==> config.mk <==
export PLATFORM = sky130hd
export DESIGN_NAME = pipeline_stall_controller
export DESIGN_NICKNAME = d
export VERILOG_FILES = /design/src/rtl/pipeline_stall_controller_pkg.sv /design/src/rtl/pipeline_stall_controller_perf_counter.sv /design/src/rtl/pipeline_stall_controller.sv
export SDC_FILE = /design/constraint.sdc
export NUM_CORES = 1
export LEC_CHECK = 0
export BUFFER_PORTS_ARGS = -buffer_cell sky130_fd_sc_hd__buf_4
export CAP_MARGIN = 20
export CORE_AREA = 2 2 43 45
export DETAILED_ROUTE_END_ITERATION = 10
export DIE_AREA = 0 0 45 47
export PLACE_DENSITY_LB_ADDON = 0.1
export SLEW_MARGIN = 25
export SYNTH_ARGS = -nofsm -noshare
export SYNTH_HDL_FRONTEND = slang
export SYNTH_SLANG_ARGS = --single-unit
==> constraint.sdc <==
create_clock -name clk -period 1.9 [get_ports clk]
set_input_delay 0.095 -clock clk [delete_from_list [all_inputs] [get_ports clk]]
set_output_delay 0.095 -clock clk [all_outputs]
set_load 0.02 [all_outputs]
==> src/rtl/pipeline_stall_controller_pkg.sv <==
// Shared definitions for the pipeline stall/bubble/flush sequencer.
// FSM encodings, state width and default multi-cycle timeout.
package pipeline_stall_controller_pkg;

    localparam int STATE_W        = 2;
    localparam int MC_TIMEOUT_DEF = 64;

    typedef enum logic [STATE_W-1:0] {
        ST_RUN     = 2'd0,
        ST_MC_BUSY = 2'd1,
        ST_MC_HOLD = 2'd2
    } state_e;

endpackage

==> src/rtl/pipeline_stall_controller_perf_counter.sv <==
// Saturating event counter used for the optional stall statistics.
// Counts one per enabled cycle and holds at all-ones.
module stall_perf_counter #(
    parameter int W = 32
) (
    input  logic         clk,
    input  logic         reset,
    input  logic         en_i,
    output logic [W-1:0] cnt_o
);

    logic [W-1:0] cnt_q, cnt_d;

    always_comb begin
        cnt_d = cnt_q;
        if (en_i && (cnt_q != '1)) begin
            cnt_d = cnt_q + W'(1);
        end
    end

    always_ff @(posedge clk or posedge reset) begin
        if (reset) begin
            cnt_q <= '0;
        end else begin
            cnt_q <= cnt_d;
        end
    end

    assign cnt_o = cnt_q;

endmodule

==> src/rtl/pipeline_stall_controller.sv <==
// Central stall/bubble/flush sequencer for the 5-stage core.
// Optional performance counters are enabled with the STALL_PERF_CNT_EN macro.
//
//   state      | meaning
//   ST_RUN     | no multi-cycle op outstanding
//   ST_MC_BUSY | multi-cycle op in flight, EX frozen until done
//   ST_MC_HOLD | result ready but MEM still waiting, unit keeps result
module pipeline_stall_controller
    import pipeline_stall_controller_pkg::*;
#(
    parameter int MC_TIMEOUT = MC_TIMEOUT_DEF,
    parameter int CNT_W      = 32
) (
    input  logic               clk,
    input  logic               reset,
    input  logic               ld_use_hazard,
    input  logic               ex_mc_start,
    input  logic               ex_mc_done,
    input  logic               mem_req,
    input  logic               mem_ready,
    input  logic               branch_taken,
    input  logic               trap_flush,
    output logic               stall_pc,
    output logic               stall_ifid,
    output logic               stall_idex,
    output logic               stall_exmem,
    output logic               bubble_idex,
    output logic               bubble_exmem,
    output logic               bubble_memwb,
    output logic               flush_ifid,
    output logic               flush_idex,
    output logic               mc_hold,
    output logic               mc_abort,
    output logic               mc_timeout,
    output logic [STATE_W-1:0] ctrl_state
`ifdef STALL_PERF_CNT_EN
    ,
    output logic [CNT_W-1:0]   perf_mem_stall_cnt,
    output logic [CNT_W-1:0]   perf_mc_stall_cnt,
    output logic [CNT_W-1:0]   perf_ld_use_cnt
`endif
);

    localparam int TW = $clog2(MC_TIMEOUT + 1);

    if (MC_TIMEOUT < 2 || CNT_W < 1) begin : g_param_check
        $error("pipeline_stall_controller: MC_TIMEOUT must be >= 2 and CNT_W >= 1");
    end

    state_e        state_q, state_d;
    logic [TW-1:0] tmo_cnt_q, tmo_cnt_d;
    logic          mc_timeout_q, mc_timeout_d;
    logic          mem_stall, mc_stall, busy_stay;

    assign mem_stall = mem_req && !mem_ready;

    always_comb begin
        state_d      = state_q;
        mc_stall     = 1'b0;
        stall_pc     = 1'b0;
        stall_ifid   = 1'b0;
        stall_idex   = 1'b0;
        stall_exmem  = 1'b0;
        bubble_idex  = 1'b0;
        bubble_exmem = 1'b0;
        bubble_memwb = 1'b0;
        flush_ifid   = 1'b0;
        flush_idex   = 1'b0;
        mc_abort     = 1'b0;

        case (state_q)
            ST_RUN: begin
                mc_stall = ex_mc_start && !ex_mc_done;
                if (mc_stall) state_d = ST_MC_BUSY;
            end
            ST_MC_BUSY: begin
                mc_stall = !ex_mc_done;
                if (ex_mc_done) state_d = mem_stall ? ST_MC_HOLD : ST_RUN;
            end
            ST_MC_HOLD: begin
                mc_stall = mem_stall;
                if (!mem_stall) state_d = ST_RUN;
            end
            default: state_d = ST_RUN;
        endcase

        // Redirect sources are ranked so a frozen stage never loses its instruction
        if (trap_flush) begin
            state_d      = ST_RUN;
            flush_ifid   = 1'b1;
            flush_idex   = 1'b1;
            bubble_exmem = 1'b1;
            mc_abort     = (state_q != ST_RUN) || ex_mc_start;
        end else if (mem_stall) begin
            stall_pc     = 1'b1;
            stall_ifid   = 1'b1;
            stall_idex   = 1'b1;
            stall_exmem  = 1'b1;
            bubble_memwb = 1'b1;
        end else if (mc_stall) begin
            stall_pc     = 1'b1;
            stall_ifid   = 1'b1;
            stall_idex   = 1'b1;
            bubble_exmem = 1'b1;
        end else if (branch_taken) begin
            flush_ifid   = 1'b1;
            flush_idex   = 1'b1;
        end else if (ld_use_hazard) begin
            stall_pc     = 1'b1;
            stall_ifid   = 1'b1;
            bubble_idex  = 1'b1;
        end
    end

    assign mc_hold = ((state_q == ST_MC_BUSY) && ex_mc_done && mem_stall)
                   || (state_q == ST_MC_HOLD);

    assign busy_stay = (state_q == ST_MC_BUSY) && !ex_mc_done && !trap_flush;

    always_comb begin
        tmo_cnt_d = '0;
        if (busy_stay) begin
            tmo_cnt_d = (tmo_cnt_q == TW'(MC_TIMEOUT)) ? tmo_cnt_q : tmo_cnt_q + TW'(1);
        end
        mc_timeout_d = mc_timeout_q || (tmo_cnt_d == TW'(MC_TIMEOUT));
    end

    always_ff @(posedge clk or posedge reset) begin
        if (reset) begin
            state_q      <= ST_RUN;
            tmo_cnt_q    <= '0;
            mc_timeout_q <= 1'b0;
        end else begin
            state_q      <= state_d;
            tmo_cnt_q    <= tmo_cnt_d;
            mc_timeout_q <= mc_timeout_d;
        end
    end

    assign mc_timeout = mc_timeout_q;
    assign ctrl_state = state_q;

`ifdef STALL_PERF_CNT_EN
    stall_perf_counter #(.W(CNT_W)) u_mem_stall_cnt (
        .clk   (clk),
        .reset (reset),
        .en_i  (mem_stall),
        .cnt_o (perf_mem_stall_cnt)
    );

    stall_perf_counter #(.W(CNT_W)) u_mc_stall_cnt (
        .clk   (clk),
        .reset (reset),
        .en_i  (mc_stall && !mem_stall),
        .cnt_o (perf_mc_stall_cnt)
    );

    stall_perf_counter #(.W(CNT_W)) u_ld_use_cnt (
        .clk   (clk),
        .reset (reset),
        .en_i  (bubble_idex),
        .cnt_o (perf_ld_use_cnt)
    );
`endif

endmodule

==> flow_summary.json <==
{
  "outcome": "completed",
  "fin_util_pct": 54.32,
  "max_cap_violations": 0,
  "cts_tree": "done",
  "dp.cells": 109,
  "cp.required_ns": 2.07,
  "drc": 0,
  "dieArea_sq_mm": 0.002115,
  "core_sq_mm": 0.001652,
  "post-dp-hpwl_um": 1120,
  "yosysTopAreaCell": "dfrtp_1",
  "cts_buffer_depth": 2,
  "synth_commonest_cells": "dfrtp_1 (10), nor2_1 (10), buf_4 (4), o21ai_0 (4)",
  "fin_skew_ns": 0.007160,
  "hold_violations": 0,
  "wl_per_cell_um": 12.82,
  "timing.critical_path.arrival_ns": 1.95,
  "critPathCaptureType": "flop",
  "drt-pass1-iter-count": 5,
  "setup_viol": 0,
  "fmax_mhz": 560.3,
  "first_iter_violations": 10,
  "path_clk_slew_ns": 0.07,
  "grt_pass1_wl_um": 2332,
  "ys_seq_elements": 10,
  "via_count": 580,
  "io_pins": 23,
  "grt_pass1_vias": 545,
  "drive_above_1_share_pct": 36.73,
  "highest_layer": "met4",
  "cp_max_fo": 4,
  "clock_latency_ns": 0.28,
  "final.setup.tns_ns": 0,
  "cts_buffers": 3,
  "viasPerCell": 5.043,
  "worstSetupPathType": "flop to flop",
  "antenna_left": 0,
  "synth-seq-area-share_pct": 36.76,
  "p_leak_uw": 0.0004324,
  "initial_utilization_pct": 41.21,
  "grt_setup_unrepaired": "no",
  "place_ws_ns": 0.08407,
  "nets": 110,
  "synth_top_cell_area_share_pct": 36.76,
  "cp-start-kind": "flop",
  "synth_edf_count": 0,
  "hold_class": "input pin to flop",
  "synthToLayoutAreaGrowth_pct": 31.80,
  "slew_violations": 0,
  "synthCells": 73,
  "postSynthNetCount": 84,
  "port_buffers": 22,
  "tightestPinTransition_ns": 0.3959,
  "gr-total-overflow": 0,
  "grt_usage_pct": 16.31,
  "antenna_found_initial": 0,
  "placementRows": 15,
  "die_x_um": 45,
  "wl_met3_um": 87,
  "syn_area_per_cell_sq_um": 9.324,
  "yosysWarnings": 0,
  "period_needed_ns": 1.785,
  "fin_cells": 115,
  "n_antenna_cell": 0,
  "async_flop_share_pct": 100.0,
  "irDropWorstVdd_mv": 0.2851,
  "grt_max_degree": 11,
  "period_share_pct": 93.93,
  "drt-total-wl_um": 1474,
  "synthTopCellsByArea": "dfrtp_1 (37%), nor2_1 (5.5%), buf_4 (4.4%)",
  "syn_area_sq_um": 680.7,
  "wl_met2_um": 673,
  "synthFlopType": "dfrtp_1",
  "wl_met1_um": 688,
  "cts_root_buf": "clkbuf_4",
  "die_height_um": 47,
  "slew_headroom_pct": 73.58,
  "setup_slack_ns": 0.1153,
  "htree_num_levels": 1,
  "gp_congestion": 0.7469,
  "cts.sinks": 10,
  "power_density_mw_per_mm2": 560.0,
  "synth_cell_types": 33
}
worst paths after layout:
check / depth (start not counted) / end / slack, ns / startpoint
min reg2reg: 1 / mc_timeout / 0.54 / mc_timeout
min in group asynchronous: 3 / mc_timeout / 0.35 / reset
max in group asynchronous: 3 / tmo_cnt_q[2] / 1.26 / reset
max: 7 / mc_timeout / 0.12 / tmo_cnt_q[0]
max reg2reg: 7 / mc_timeout / 0.12 / tmo_cnt_q[0]
min: 2 / ctrl_state[1] / 0.05 / trap_flush
logic make-up after synthesis:
kind of cell	count (synthesis)	synth area share, %
multiplexers	1	1.471
flip-flops	10	36.76
AO/OA/AOI/OAI	13	12.50
XOR/XNOR	5	6.435
buffers and inverters	10	9.008
AND/OR/NAND/NOR	32	30.15
adder cells (fa/ha/maj)	2	3.676
cell type report:
class	count	area [sq um]
fillers	166	754.5
repair buffers	27	205.2
flip-flops and latches	10	250.2
well taps	17	21.27
multi-input cells	53	369.1
inverters	4	15.01
clock buffers	4	36.28
metrics by stage:
stage | hold slack, ns | total power (uW) | cell area, sq um
after detailed placement | 0.1059 | 308.3 | 843.3
after floorplan | -0.06482 | 272.8 | 680.7
final | 0.04588 | 502.4 | 897.1
after global placement | 0.1083 | 307.2 | 843.3
after CTS | 0.04715 | 507.5 | 889.6
after global routing | 0.06200 | 524.9 | 897.1
worst max-delay path: stages, from the launching register on:
cell     delay [ns]
dfrtp_1        0.42
inv_2          0.11
ha_1           0.15
nand2_1        0.08
nor4b_4        0.30
nor3_2         0.06
a221o_1        0.34
a31o_1         0.23
registers in the layout, summed over array words and instances, names as in the netlist:
| signal | count |
|---|---|
| tmo_cnt_q | 7 |
| mc_timeout | 1 |
| ctrl_state | 2 |
power breakdown:
part | switching [uW] | internal, uW | total (uW)
registers | 2.73 | 214 | 217
clock network | 80.3 | 117 | 197
logic | 46.8 | 41.6 | 88.4
routing by layer:
metal / track usage (%) / vias to the layer above
met1: 18.12 / 262
met2: 25.43 / 16
met4: 8.824 / 0
met5: 0 / -
li1: - / 298
met3: 8.462 / 4
cells in the final DEF, fill, tap and decap left out:
| cell | synthesis | layout |
|---|---|---|
| and2_1 | 1 | 1 |
| or4_1 | 1 | 1 |
| nand2b_1 | 3 | 3 |
| a21oi_1 | 3 | 3 |
| nor4b_4 | 1 | 1 |
| xnor2_1 | 3 | 3 |
| dfrtp_1 | 10 | 10 |
| nand3b_4 | 1 | 1 |
| nand2_1 | 3 | 3 |
| xor2_1 | 2 | 2 |
| nand3_1 | 3 | 3 |
| clkbuf_8 | 0 | 1 |
| dlygate4sd3_1 | 0 | 1 |
| nor2_1 | 10 | 10 |
| nor3b_1 | 1 | 1 |
| inv_2 | 2 | 2 |
| buf_4 | 4 | 26 |
| a21o_1 | 2 | 2 |
| inv_1 | 2 | 2 |
| o21ai_1 | 0 | 1 |
| nand4_1 | 1 | 1 |
| nand3b_1 | 1 | 1 |
| clkbuf_4 | 0 | 3 |
| nor2_4 | 1 | 1 |
| nor3_1 | 2 | 2 |
| nor4_1 | 1 | 1 |
| o21ai_0 | 4 | 3 |
| a221o_1 | 1 | 1 |
| or3_1 | 1 | 1 |
| a211oi_1 | 1 | 1 |
| nor3_2 | 1 | 1 |
| o31a_1 | 1 | 1 |
| mux2i_1 | 1 | 1 |
| ha_1 | 2 | 2 |
| a31o_1 | 1 | 1 |
timing repair:
item / 4_1_cts / 5_1_grt
resized for setup: 0 / 1
setup endpoints to repair: 0 / 6
hold buffers: 1 / 0
hold endpoints to repair: 10 / 0
setup buffers: 0 / 1
(Power assumes the default switching activity.)
